## config.mk

```make
export PLATFORM = sky130hd
export DESIGN_NAME = instr_fetch
export DESIGN_NICKNAME = d
export VERILOG_FILES = /design/src/rtl/instr_fetch_pkg.sv /design/src/rtl/instr_fetch_pc_next.sv /design/src/rtl/instr_fetch.sv
export SDC_FILE = /design/constraint.sdc
export NUM_CORES = 1
export LEC_CHECK = 0
export BUFFER_PORTS_ARGS = -buffer_cell sky130_fd_sc_hd__buf_2
export CAP_MARGIN = 20
export CELL_PAD_IN_SITES_DETAIL_PLACEMENT = 0
export CELL_PAD_IN_SITES_GLOBAL_PLACEMENT = 1
export CORE_ASPECT_RATIO = 1.75
export CORE_UTILIZATION = 36
export CTS_BUF_LIST = sky130_fd_sc_hd__clkbuf_2 sky130_fd_sc_hd__clkbuf_4 sky130_fd_sc_hd__clkbuf_8
export CTS_CLUSTER_DIAMETER = 120
export DETAILED_ROUTE_END_ITERATION = 10
export GPL_ROUTABILITY_DRIVEN = 1
export PLACE_DENSITY_LB_ADDON = 0.1
export SKIP_LAST_GASP = 1
export SYNTH_ARGS = -nofsm -noshare
export SYNTH_HDL_FRONTEND = slang
export SYNTH_SLANG_ARGS = --single-unit
export TNS_END_PERCENT = 50
```

## constraint.sdc

```tcl
create_clock -name clk -period 3.8 [get_ports clk]
set_clock_uncertainty 0.05 [all_clocks]
set_input_delay 0.19 -clock clk [delete_from_list [all_inputs] [get_ports clk]]
set_output_delay 0.19 -clock clk [all_outputs]
set_load 0.01 [all_outputs]
```

## src/rtl/instr_fetch_pkg.sv

```systemverilog
// instr_fetch_pkg: shared FSM states, next-PC select encodings and instruction field positions.
package instr_fetch_pkg;
  typedef enum logic [1:0] {FETCH, ISSUE, HALT} state_e;
  localparam logic [1:0] PC_SEQ  = 2'b00;
  localparam logic [1:0] PC_BR   = 2'b01;
  localparam logic [1:0] PC_JMP  = 2'b10;
  localparam logic [1:0] PC_HALT = 2'b11;
  localparam int OPC_MSB = 31;
  localparam int OPC_LSB = 26;
  localparam int IMM_MSB = 15;
  localparam int IMM_LSB = 0;
  localparam int TGT_MSB = 25;
  localparam int TGT_LSB = 0;
  function automatic logic [31:0] br_offset(input logic [15:0] imm);
    return {{14{imm[15]}}, imm, 2'b00};
  endfunction
endpackage

```

## src/rtl/instr_fetch_pc_next.sv

```systemverilog
// pc_next: combinational next-PC selection for sequential, branch, jump and halt.
module pc_next
  import instr_fetch_pkg::*;
(
  input  logic [31:0] pc,
  input  logic [31:0] instr,
  input  logic [1:0]  pc_cnt,
  input  logic        branch_taken,
  output logic [31:0] next_pc
);
  logic [31:0] pc_plus4;
  logic        unused_opc;
  assign pc_plus4   = pc + 32'd4;
  assign unused_opc = ^instr[OPC_MSB:OPC_LSB];
  // Jump target keeps the 256 MB region of the following instruction.
  always_comb
    next_pc = pc_cnt == PC_JMP ? {pc_plus4[31:28], instr[TGT_MSB:TGT_LSB], 2'b00} :
              pc_cnt == PC_HALT ? pc :
              (pc_cnt == PC_BR && branch_taken) ? pc_plus4 + br_offset(instr[IMM_MSB:IMM_LSB]) :
              pc_plus4;
endmodule

```

## src/rtl/instr_fetch.sv

```systemverilog
// instr_fetch: fetch/issue FSM holding pc and the instruction under issue.
module instr_fetch
  import instr_fetch_pkg::*;
#(
  parameter logic [31:0] RESET_PC = 32'h0000_0000
) (
  input  logic        clk,
  input  logic        rst_n,
  output logic        imem_req,
  output logic [31:0] imem_addr,
  input  logic [31:0] imem_rdata,
  input  logic        imem_ack,
  output logic [31:0] instr,
  output logic [5:0]  opcode,
  output logic        instr_valid,
  input  logic        issue_ready,
  input  logic [1:0]  pc_cnt,
  input  logic        branch_taken,
  output logic [31:0] pc
);
  state_e      state_q;
  logic [31:0] pc_q, instr_q, pc_d;
  logic        req_q, valid_q;
  pc_next u_pc_next (
    .pc          (pc_q),
    .instr       (instr_q),
    .pc_cnt      (pc_cnt),
    .branch_taken(branch_taken),
    .next_pc     (pc_d)
  );
  always_ff @(posedge clk) begin
    if (!rst_n) begin
      state_q <= FETCH;
      pc_q    <= RESET_PC;
      instr_q <= '0;
      req_q   <= 1'b1;
      valid_q <= 1'b0;
    end else begin
      case (state_q)
        FETCH: if (imem_ack) begin
          instr_q <= imem_rdata;
          state_q <= ISSUE;
          req_q   <= 1'b0;
          valid_q <= 1'b1;
        end
        ISSUE: if (issue_ready) begin
          valid_q <= 1'b0;
          if (pc_cnt == PC_HALT) state_q <= HALT;
          else begin
            pc_q    <= pc_d;
            state_q <= FETCH;
            req_q   <= 1'b1;
          end
        end
        default: state_q <= HALT;
      endcase
    end
  end
  assign imem_req    = req_q;
  assign imem_addr   = pc_q;
  assign pc          = pc_q;
  assign instr       = instr_q;
  assign opcode      = instr_q[OPC_MSB:OPC_LSB];
  assign instr_valid = valid_q;
endmodule
```

# [Word-level counts from Yosys, hierarchy flattened]
# Index checks and enable logic that the tools add are counted.
# Widths: inputs -> output; s select.
[totals] ff_bits=68 inputBits=39 word_cells=36
[classes] n_addsub=2 eq_ne=7 mux=13 bitwise=1 reduce_logical=8
[ops] operator="$mux 32" count=2
[ops] operator="$add 32x3->32 const B" count=1
[ops] operator="$add 32x32->32" count=1
[ops] operator="$mux 2" count=3
[ops] operator="$ne 2x2->1 const B" count=3
[ops] operator="$reduce_and 3->1" count=2
[ops] operator="$mux 1" count=5
[ops] operator="$eq 2x1->1 const B" count=2
[ops] operator="$eq 2x2->1 const B" count=2
[ops] operator="$pmux 1 s2" count=2
[ops] operator="$pmux 2 s2" count=1
[ops] operator="$reduce_and 2->1" count=2
[ops] operator="$reduce_and 4->1" count=1
[ops] operator="$logic_not 2->1" count=1
[ops] operator="$reduce_bool 2->1" count=1
[ops] operator="$logic_and 1x1->1" count=1
[ops] operator="$not 1->1" count=1

# [Longest topological paths before layout]
# Gate-level depths: netlist of the first run.
[depth] ltp_word=4 ltp_mapped=17 ltp_nobuf=15

# [Cells and area by module]
# A second synthesis of the first run with hierarchy kept.
[hier_totals] hier_cells=847 area_unflattened_um2=6242.2
[modules_own_cells] mod="pc_next" instances=1 cells_per_inst=513 area_each_um2=3330.7 seq_area_each_um2=0.0
[modules_own_cells] mod="instr_fetch" instances=1 cells_per_inst=334 area_each_um2=2911.5 seq_area_each_um2=1361.3

# [Least setup slack after synthesis of the first run]
# OpenSTA, ideal clock, no wires.
[synth_timing] path_kind="flip-flop to flip-flop" from="register pc_q[4], in the netlist imem_addr[4]" to="register pc_q[31], in the netlist imem_addr[31]" setup_ps=118 arrival_ps=3513 t_required_ps=3632 slack_ps=119 stages_incl_launch_ff=18 period_less_slack_ps=3681 path_cell_list="dfxtp_1 > and4_1 > clkbuf_1 > and4_1 > clkbuf_1 > nand2_1 > nor2_1 > nand2_1 > xnor2_1 > ha_1 > o21ai_0 > nand2b_1 > nand3_1 > o21ai_0 > or4_4 > and4_4 > o21a_1 > mux2i_1"
[synth_between] elab_chain_len=4
[synth_lines] item="start: declaration" line_no="instr_fetch.sv:22" text="logic [31:0] pc_q, instr_q, pc_d;"
[synth_lines] item="start signal: assignment" line_no="instr_fetch.sv:50" text="pc_q <= pc_d;"
[synth_lines] item="$add 32x3->32 (*)" line_no="instr_fetch_pc_next.sv:13" text="assign pc_plus4 = pc + 32'd4;"
[synth_lines] item="$add 32x32->32" line_no="instr_fetch_pc_next.sv:19" text="(pc_cnt == PC_BR && branch_taken) ? pc_plus4 + br_offset(instr[IMM_MSB:IMM_LSB]) :"
[synth_lines] item="$mux 32" line_no="instr_fetch_pc_next.sv:19"
[synth_lines] item="$mux 32 (*)" line_no="instr_fetch_pc_next.sv:17" text="next_pc = pc_cnt == PC_JMP ? {pc_plus4[31:28], instr[TGT_MSB:TGT_LSB], 2'b00} :"
# Mark *: on every way between the ends. The rest lies on a longest branch, timed or not.
# A chain may end at the register's enable or synchronous reset.

# [Final worst setup path of the first run]
[layout_timing] from="register pc_q[22], in the netlist imem_addr[22]" to="register pc_q[31], in the netlist imem_addr[31]"
# Same word-level chain as after synthesis.

==> results of run 1 <==
[placed cells by master, fill, tap and decap left out, types with 9 or more instances in the layout]
master    Yosys  routed
a21boi_0     40      40
a21o_1       21      21
a21oi_1      44      44
a31oi_1       9       9
buf_2         0     138
buf_4        40      42
clkbuf_8      0       9
dfxtp_1      66      66
ha_1         37      36
inv_1        10      10
nand2_1     138     138
nand3_1      22      22
nand4_1      20      20
nor2_1       37      34
o211ai_1     13      13
o21ai_0      40      38
xnor2_1      28      27
xor2_1       18      18
[state kept, by name, indices dropped and copies added (netlist names)]
| register | count |
|---|---|
| state_q | 2 |
| instr | 32 |
| imem_req | 1 |
| instr_valid | 1 |
| imem_addr | 30 |
[routing by layer]
layer  vias to the layer above  track usage (%)  part of all wire, %
li1                       2766                -                    -
met1                      2663             28.7                   39
met2                       148             46.2                   54
met3                        38             3.08                  3.3
met4                         0             10.6                  3.2
met5                         -                0                    0
[Yosys cell counts, types with 3 or more instances]
cell      instances  area, sq um
mux2_2            3         33.8
nor2_1           37          139
a21oi_1          44          220
nor3b_1           3         22.5
ha_1             37          463
nand2b_1          6         37.5
o221ai_1          4         35.0
a21o_1           21          158
a21boi_0         40          300
nand3_1          22          110
xor2_1           18          158
nand4_1          20          125
dfxtp_1          66         1320
and4_1            5         43.8
nand2_1         138          518
inv_1            10         37.5
o21ai_0          40          200
a22o_1            4         35.0
clkbuf_1         38          143
o211ai_1         13         97.6
o21a_1            5         37.5
xnor2_1          28          245
and2_1            6         37.5
buf_4            40          300
a211oi_1          8         60.1
a31oi_1           9         56.3
nor3_1            5         25.0
o31ai_1           4         30.0
and3_1            7         43.8
[cell families after synthesis]
| family | synth area share, % |
|---|---|
| buffers and inverters | 8.85 |
| DFF | 24.3 |
| adders and majority gates | 8.90 |
| muxes | 0.991 |
| and+or+nand+nor | 22.5 |
| other | 0.0691 |
| AOI/OAI and AO/OA | 26.9 |
| xor gates and xnor gates | 7.42 |
[per-stage QoR]
stage,setup WS (ps),TNS [ps]
6_report,186,0
3_5_place_dp,-173,-236
5_1_grt,-34.1,-71.7
4_1_cts,2.30,0
3_3_place_gp,-219,-349
2_1_floorplan,119,0
[worst paths after layout]
kind	to	start	slack, ps	cells after the start
min	instr[12]	imem_rdata[12]	20	3
max reg2reg	imem_addr[31]	imem_addr[22]	190	13
min reg2reg	state_q[0]	state_q[1]	410	1
max	imem_addr[31]	imem_addr[22]	190	13
[power by group through the flow]
| stage | sequential [uW] | combinational (uW) | clock, uW |
|---|---|---|---|
| floorplan | 784 | 206 | 0 |
| global placement | 771 | 348 | 0 |
| detailed placement | 772 | 350 | 0 |
| CTS | 756 | 353 | 636 |
| global route | 761 | 390 | 665 |
| finish | 756 | 351 | 622 |
[critical path, delay by kind of cell, from the launching register on]
kind	cells	cell delay, ps
adders and majority gates	1	210
xor gates and xnor gates	1	130
and+or+nand+nor	6	1920
muxes	1	180
AOI/OAI and AO/OA	4	620
DFF	1	440
[timing repair]
action,in CTS,in global routing
endpoints found under the setup margin,3,8
pin swaps,0,1
gates resized for setup,1,11
buffers inserted,0,1
[cell type report]
cell class | instances | area share, %
clock buffers | 9 | 1.92
clock inverters | 7 | 1.08
inverters | 10 | 0.581
multi-input cells | 573 | 56.9
flip-flops and latches | 66 | 20.4
well taps | 183 | 3.54
repair buffers | 180 | 15.6
==> summary.md, run 1 <==
| Metric | Value |
|---|---|
| Status | `complete, no violations` |
| DR pass1 iterations | `7` |
| Util after Layout | `43.8%` |
| DRC violation total after the first TritonRoute iteration | `221` |
| GP Congestion | `0.908` |
| Critical Path AT | `3860 ps` |
| Slew Viols, Final | `0` |
| Placed cell area | `0.00622 sq mm` |
| Initial Util | `36.8%` |
| Leakage power | `0.00314 uW` |
| Fin crit share | `95.1%` |
| Post-DRT Antenna Nets | `0` |
| Reg power frac | `43.7%` |
| Max Freq | `277 MHz` |
| Logic pwr share | `20.3%` |
| Clock-pin slew on the worst setup and hold paths | `80 ps` |
| # fillers | `1603` |
| Worst skew pair latency | `370 ps` |
| FP Rows | `59` |
| Number of global-route vias before repair | `5482` |
| Synth cell types | `61` |
| Clock sink total | `66` |
| Nets | `917` |
| CTS Buffer Depth | `2` |
| I/O pin count | `143` |
| RSZ-0062 raised after global routing | `true` |
| CTS Hold Buffers Added | `0` |
| N_diodes | `0` |
| Final std cells w/o fill | `1028` |
| Min cycle time layout | `3610 ps` |
| Gr usage total | `25.2%` |
| Max_cap viols | `0` |
| Post-synthesis register bit count | `66` |
| CP cell instances | `nand4_1 > nor2_2 > nand3_1 > nor3_1 > xor2_1 > ha_1 > or3_1 > a21oi_1 > o21ai_0 > or4_4 > a31oi_1 > o21a_1 > mux2i_1` |
| Slowest cell on the critical path | `or4_4` |
| DP Cell Count | `1011` |
| Crit path largest cell delay | `540 ps` |
| Design Area, Final | `0.00646 sq mm` |
| CP Data Required Time | `4040 ps` |
| Critical path fanouts, max | `5` |
| Clk Tree Root Cell | `clkbuf_8` |
| Final Setup Violations | `0` |
| Post-synth ARST share | `0%` |
| Die X | `94.8 um` |
| Pwr dens | `267 mW/mm^2` |
| Layout area overhead | `19.0%` |
| Worst-Margin Slew | `904 ps` |
| Largest net degree at the start of global routing | `41` |
| Worst setup SP type | `flop` |
| Area of the core | `0.0148 sq mm` |
| Post-Synthesis Cells | `724` |
| Global-route wire length before repair | `29.6 mm` |
| HP Class | `in -> reg` |
| DR WL/cell | `18.7 um` |
| CTS tree | `done` |
| Yosys warnings | `0` |
| Dominant synthesized flop cell | `dfxtp_1` |
| Clock Power Share | `36.0%` |
| Relative slew slack | `39.7%` |
| Initial antenna violation count | `0` |
| Grt ovf | `0` |
| Via count | `5615` |
| Wirelength, routed | `19.2 mm` |
| Mapped cell area | `0.00543 sq mm` |
| Syn avg cell area | `7.50 sq um` |
| Net Switching | `568 uW` |
| Layout cells sized above 1 | `26.4%` |
| Vias per inst | `5.46` |
| CTS Buf Count | `9` |
| Crit. End Element | `flop` |
| P_int | `1160 uW` |
| Final hold viol count | `0` |
| Clock H-tree levels | `3` |
| Die footprint | `0.0156 sq mm` |
| Number of remaining DRC errors | `0` |
| Die Y-Extent | `164 um` |
| Switching Share | `32.8%` |
| Register area share after synthesis | `24.3%` |
| Port Buffer Count | `138` |
| Worst setup path class | `reg -> reg` |
| EDFF count, synth | `0` |
| Multi-input gate area | `0.00367 sq mm` |
| Total power | `1730 uW` |
| Reg area | `0.00132 sq mm` |
| Hold_ws | `15.3 ps` |
| Half-perimeter wire length after placement | `14.8 mm` |
| Max IR drop VDD | `140 uV` |
Note: power is estimated with default switching activity, not from simulation.
==> run 2, diff against run 1 <==
- MAX_ROUTING_LAYER: unset -> met4
==> run 2 against run 1 <==
Net effect:
- final cell count fell by 0.49%
- largest cell class unchanged
- setup slack got worse by 60 ps
- first-iteration DRC count rose by 19%
- clock-buffer cell count rose by 2
- total power fell by 6.1%
- maximum frequency fell by 1.6%
- core utilization fell by 0.48 points
- sequential power barely moved
- clock power fell by 17%
- critical path depth did not move
- largest power group unchanged
- global-route usage rose by 0.51 points
==> summary.md, run 2 (synthesis results as in run 1) <==
| Metric | Value |
|---|---|
| Clock H-tree levels | `3 (unchanged)` |
| Die Y-Extent | `164 um (unchanged)` |
| R2r setup slk | `130 ps (-60 ps)` |
| DP Cell Count | `1008 (-0.30%)` |
| Final hold viol count | `0 (unchanged)` |
| CP Data Required Time | `3990 ps (-50 ps)` |
| Number of remaining DRC errors | `0 (unchanged)` |
| N_diodes | `0 (unchanged)` |
| FP Rows | `59 (unchanged)` |
| Util after Layout | `43.3% (-0.48 points)` |
| Max Freq | `272 MHz (-1.6%)` |
| Via count | `5598 (-0.30%)` |
| DR WL/cell | `18.7 um (+0.21%)` |
| Max_cap viols | `0 (unchanged)` |
| Most frequent cells in the layout | `nand2_1 (138), buf_2 (138), dfxtp_1 (66)` |
| CP cell instances | `ha_1 > and3_1 > nand4_1 > xnor2_1 > ha_1 > a21oi_1 > o21ai_0 > a211oi_2 > a211oi_2 > or4_4 > and4_4 > o21a_1 > mux2i_1` |
| Min cycle time layout | `3670 ps (+59.6 ps)` |
| Slowest cell on the critical path | `or4_4` |
| Gr usage total | `25.8% (+0.51 points)` |
| Largest net degree at the start of global routing | `40 (-2.4%)` |
| Worst-Margin Slew | `858 ps (-46.5 ps)` |
| Grt ovf | `0 (unchanged)` |
| Relative slew slack | `42.8% (+3.1 points)` |
| Max IR drop VDD | `191 uV (+36%)` |
| Hold_ws | `36.3 ps (+21.0 ps)` |
| CTS tree | `done` |
| Hold Startpoint | `imem_rdata[21]` |
| Worst path depth | `13 (unchanged)` |
| Global-route wire length before repair | `29.4 mm (-0.58%)` |
| Nets | `913 (-0.44%)` |
| Status | `complete, no violations` |
| Fin crit share | `96.7% (+1.6 points)` |
| Worst r2r src | `imem_addr[3]` |
| Layout cells sized above 1 | `25.7% (-0.68 points)` |
| Die footprint | `0.0156 sq mm (unchanged)` |
| GP Congestion | `0.894 (-1.5%)` |
| I/O pin count | `143 (unchanged)` |
| Max FFs per register | `32 (unchanged)` |
| CTS Buffer Depth | `2 (unchanged)` |
| Leakage power | `0.00312 uW (-0.90%)` |
| Number of global-route vias before repair | `5442 (-0.73%)` |
| Wirelength, routed | `19.1 mm (-0.28%)` |
| HP Class | `in -> reg` |
| CTS Buf Count | `9 (unchanged)` |
| Half-perimeter wire length after placement | `14.9 mm (+0.98%)` |
| Worst setup path class | `reg -> reg` |
| Crit. End Element | `flop` |
| Port Buffer Count | `138 (unchanged)` |
| Post-DRT Antenna Nets | `0 (unchanged)` |
| Critical path fanouts, max | `6 (+1)` |
| Slew Viols, Final | `0 (unchanged)` |
| Critical Path AT | `3860 ps (about the same)` |
| Worst Hold Depth | `3 (unchanged)` |
| RSZ-0062 raised after global routing | `true` |
| Worst Path Buf+Inv | `0 (unchanged)` |
| Initial Util | `36.8% (unchanged)` |
| R2R depth | `13 (unchanged)` |
| Post-CTS setup buffer count | `0 (unchanged)` |
| Crit path largest cell delay | `510 ps (-30 ps)` |
| Final Setup Violations | `0 (unchanged)` |
| Initial antenna violation count | `0 (unchanged)` |
| Final std cells w/o fill | `1023 (-0.49%)` |
| Reg-to-reg critical path endpoint | `imem_addr[31]` |
| Worst setup SP type | `flop` |
| Critical path's top delay family | `simple AND/OR/NAND/NOR gates` |
| Layout area overhead | `17.7%` |
| DRC violation total after the first TritonRoute iteration | `262 (+19%)` |
| Clk Tree Root Cell | `clkbuf_8` |
| Clock sink total | `66 (unchanged)` |
| Hold endpoint | `instr[21]` |
| DR pass1 iterations | `5 (-2)` |
| Area of the core | `0.0148 sq mm (unchanged)` |
| Vias per inst | `5.47 (+0.18%)` |
| Die X | `94.8 um (unchanged)` |
| Pwr dens | `254 mW/mm^2 (-5.1%)` |
| Clock-pin slew on the worst setup and hold paths | `70 ps (about the same)` |
| Worst skew pair latency | `350 ps (-20 ps)` |
## run 2: how the worst max path moves through the flow
stage / start / to / slack, ps
final: imem_addr[3] / imem_addr[31] / 130
after global routing: imem_addr[7] / imem_addr[31] / -40
after CTS: imem_addr[3] / imem_addr[31] / 40
after detailed placement: imem_addr[3] / imem_addr[31] / 50
after global placement: imem_addr[11] / imem_addr[31] / 150
after floorplan: imem_addr[4] / imem_addr[31] / 120
## run 2: report_power, final
group          switching, uW  leakage, uW  internal [uW]  total [uW]
sequential              34.4     0.000538            723         757
clock                    271    0.0000896            243         514
combinational            214      0.00249            137         351
total                    520      0.00312           1100        1620
## run 2: area by class of cell
class	instances	area, sq um
clock buffers	11	139
flip-flops and latches	66	1320
inverters	10	37.5
fillers	1585	8370
well taps	183	229
multi-input cells	573	3670
repair buffers	176	976
clock inverters	4	20.0
## run 2: timing repair
action                                  CTS  global route
endpoints found under the hold margin     0             0
endpoints found under the setup margin    0             4
hold buffers                              0             0
gates resized for setup                   0             9
## run 2: per-layer routing
metal | global-route usage, % | up-vias | routed length (um)
met3 | 2.90 | 21 | 804
met1 | 29.2 | 2662 | 7630
li1 | - | 2754 | -
met2 | 46.4 | 161 | 10300
met4 | 7.99 | 0 | 373
met5 | - | - | 0
## run 2: stage by stage
stage | setup TNS (ps) | setup slack [ps] | power (uW) | cell area (sq um)
5_1_grt | -64.1 | -42.5 | 1720 | 6390
3_3_place_gp | 0 | 154 | 1120 | 6200
3_5_place_dp | 0 | 55.0 | 1120 | 6200
4_1_cts | 0 | 44.8 | 1640 | 6360
2_1_floorplan | 0 | 119 | 990 | 5440
6_report | 0 | 126 | 1620 | 6390
## run 2: worst min-delay path, stage by stage
cell	delay, ps
buf_2	90
nand2_1	40
a21boi_0	60
==> run 3, diff against run 2 <==
- CORE_MARGIN: unset -> 10
==> run 3 against run 2 <==
Net effect:
- final cell count up 0.59%
- clock-buffer cell count fell by 2
- routed wire length grew 5.5%
- critical path type unchanged
- largest cell class unchanged
- highest routed layer unchanged
==> summary.md, run 3 (synthesis results as in run 1) <==
| Metric | Value |
|---|---|
| Reg area | `0.00132 sq mm (about the same)` |
| Global-route wire length before repair | `31.3 mm (+6.5%)` |
| DR pass1 iterations | `5 (unchanged)` |
| CTS Buffer Depth | `2 (unchanged)` |
| Critical Path AT | `3850 ps (about the same)` |
| Grt ovf | `0 (unchanged)` |
| Vias per inst | `5.44 (-0.53%)` |
| Area of the core | `0.0148 sq mm (+0.50%)` |
| Most frequent cells in the layout | `buf_2 (138), nand2_1 (137), dfxtp_1 (65)` |
| CTS Hold Buffers Added | `0 (unchanged)` |
| Final std cells w/o fill | `1029 (+0.59%)` |
| Die X | `113 um (+19%)` |
| Crit. End Element | `flop` |
| Gr usage total | `19.4% (-6.3 points)` |
| Max FFs per register | `32 (unchanged)` |
| Number of remaining DRC errors | `0 (unchanged)` |
| Worst-Margin Slew | `815 ps (-42.5 ps)` |
| Half-perimeter wire length after placement | `15.9 mm (+6.4%)` |
| Clk Tree Root Cell | `clkbuf_8` |
| Initial Util | `36.6% (-0.18 points)` |
| Clock sink total | `66 (unchanged)` |
| Clock Power Share | `36.5% (+4.8 points)` |
| Final hold viol count | `0 (unchanged)` |
| HP Class | `in -> reg` |
| P_int | `1180 uW (+6.9%)` |
| Post-DRT Antenna Nets | `0 (unchanged)` |
| DRC violation total after the first TritonRoute iteration | `266 (+1.5%)` |
| R2R depth | `12 (-1)` |
| Reg-to-reg critical path endpoint | `imem_addr[29]` |
| I/O pin count | `143 (unchanged)` |
| Port Buffer Count | `138 (unchanged)` |
| Initial antenna violation count | `0 (unchanged)` |
| Worst setup SP type | `flop` |
| CTS tree | `done` |
| Fin crit share | `95.1% (-1.6 points)` |
| Max IR drop VDD | `182 uV (-4.3%)` |
| Worst Setup SP | `imem_addr[6]` |
| R2r setup slk | `190 ps (+60 ps)` |
| CP Data Required Time | `4040 ps (+50 ps)` |
| Min cycle time layout | `3610 ps (-60.2 ps)` |
| Max Freq | `277 MHz (+1.7%)` |
| Clock-pin slew on the worst setup and hold paths | `90 ps (+20 ps)` |
| Logic pwr share | `20.4% (-1.2 points)` |
| Net Switching | `578 uW (+11%)` |
| DP Cell Count | `1013 (+0.50%)` |
| Worst r2r src | `imem_addr[6]` |
| Final Setup Violations | `0 (unchanged)` |
| Design Area, Final | `0.00652 sq mm (+2.0%)` |
| Layout area overhead | `20.1%` |
| GP Congestion | `0.901 (+0.82%)` |
| DR WL/cell | `19.6 um (+4.9%)` |
| Leakage power | `0.00317 uW (+1.9%)` |
| Number of global-route vias before repair | `5678 (+4.3%)` |
| Die Y-Extent | `182 um (+11%)` |
| Critical path fanouts, max | `5 (-1)` |
| Worst setup path class | `reg -> reg` |
| FP Rows | `59 (unchanged)` |
| Layout cells sized above 1 | `26.8% (+1.1 points)` |
| Placed cell area | `0.00626 sq mm (+0.93%)` |
| Nets | `918 (+0.55%)` |
| Multi-input gate area | `0.00369 sq mm (+0.65%)` |
| Status | `complete, no violations` |
| Worst skew pair latency | `350 ps (about the same)` |
| Wirelength, routed | `20.2 mm (+5.5%)` |
| Critical Path End | `imem_addr[29]` |
| Max_cap viols | `0 (unchanged)` |
| N_diodes | `0 (unchanged)` |
| Slew Viols, Final | `0 (unchanged)` |
| Switching Share | `32.9% (+0.85 points)` |
| # fillers | `1578 (-0.44%)` |
| Pwr dens | `269 mW/mm^2 (+6.1%)` |
| RSZ-0062 raised after global routing | `true` |
| Reg power frac | `43.1% (-3.6 points)` |
| Hold_ws | `23.3 ps (-13.0 ps)` |
| Via count | `5601 (+0.054%)` |
| Relative slew slack | `45.7% (+2.8 points)` |
| Largest net degree at the start of global routing | `39 (-2.5%)` |
| Clock H-tree levels | `3 (unchanged)` |
| CTS Buf Count | `9 (unchanged)` |
| Die footprint | `0.0206 sq mm (+32%)` |
| Most common cell after layout, fill and taps aside | `buf_2` |
==> run 3: cell count changes in the layout (fill, tap and decap cells not counted), sizes merged <==
cell | before | now
buf | 176 | 181
clkinv | 4 | 0
inv | 10 | 14
clkbuf | 11 | 9
clkinvlp | 0 | 2
bufinv | 0 | 1
==> run 3: stage by stage <==
step                      total power (uW)  setup slack [ps]  setup TNS, ps  utilization (%)
after floorplan                        990               119              0                -
after global placement                1120              49.3              0             42.0
after detailed placement              1130              65.6              0             42.2
after CTS                             1780              51.8              0             43.6
after global routing                  1850             -6.20          -6.20             43.9
final                                 1760               186              0             43.9
==> run 3: how the worst min path moves through the flow <==
stage,from,end,slack (ps),cells past startpoint
floorplan,imem_rdata[10],instr[10],280,2
global placement,state_q[1],state_q[0],370,1
detailed placement,state_q[1],state_q[0],390,1
CTS,imem_rdata[18],instr[18],5,3
global route,imem_rdata[27],instr[27],20,3
finish,imem_rdata[18],instr[18],20,3
==> run 3: area by class of cell <==
type	instances	area share (%)
clock inverter	7	1.27
tap	183	3.51
clock buffer	9	1.90
timing repair buffer	181	15.8
inverter	10	0.576
sequential	66	20.3
multi-input combinational	573	56.6
==> run 3: critical path, stage by stage, from the launching register on <==
cell	delay, ps
dfxtp_1	340
and4_1	270
and3_1	360
xor2_1	240
ha_1	290
and2_4	190
and3_4	180
a22oi_1	320
o221ai_1	240
or4_1	480
and2_1	190
mux2_2	270
a31oi_1	130
==> run 3: timing repair <==
item / 4_1_cts / 5_1_grt
endpoints found under the setup margin: 0 / 6
setup buffers: 0 / 0
resized for setup: 0 / 14
==> run 3: power groups by stage <==
stage,combinational [uW],sequential (uW),clock [uW]
2_1_floorplan,206,784,0
3_3_place_gp,350,772,0
3_5_place_dp,358,773,0
4_1_cts,361,757,665
5_1_grt,398,763,692
6_report,358,757,642
==> run 3: layer usage <==
layer / GRT usage [%] / vias to the layer above / part of all wire, % / wire length (um)
met3: 2.56 / 35 / 3.9 / 780
li1: - / 2771 / - / -
met2: 34.7 / 154 / 53 / 10800
met4: 7.65 / 0 / 2.8 / 567
met5: - / - / 0 / 0
met1: 21.1 / 2641 / 40 / 8070
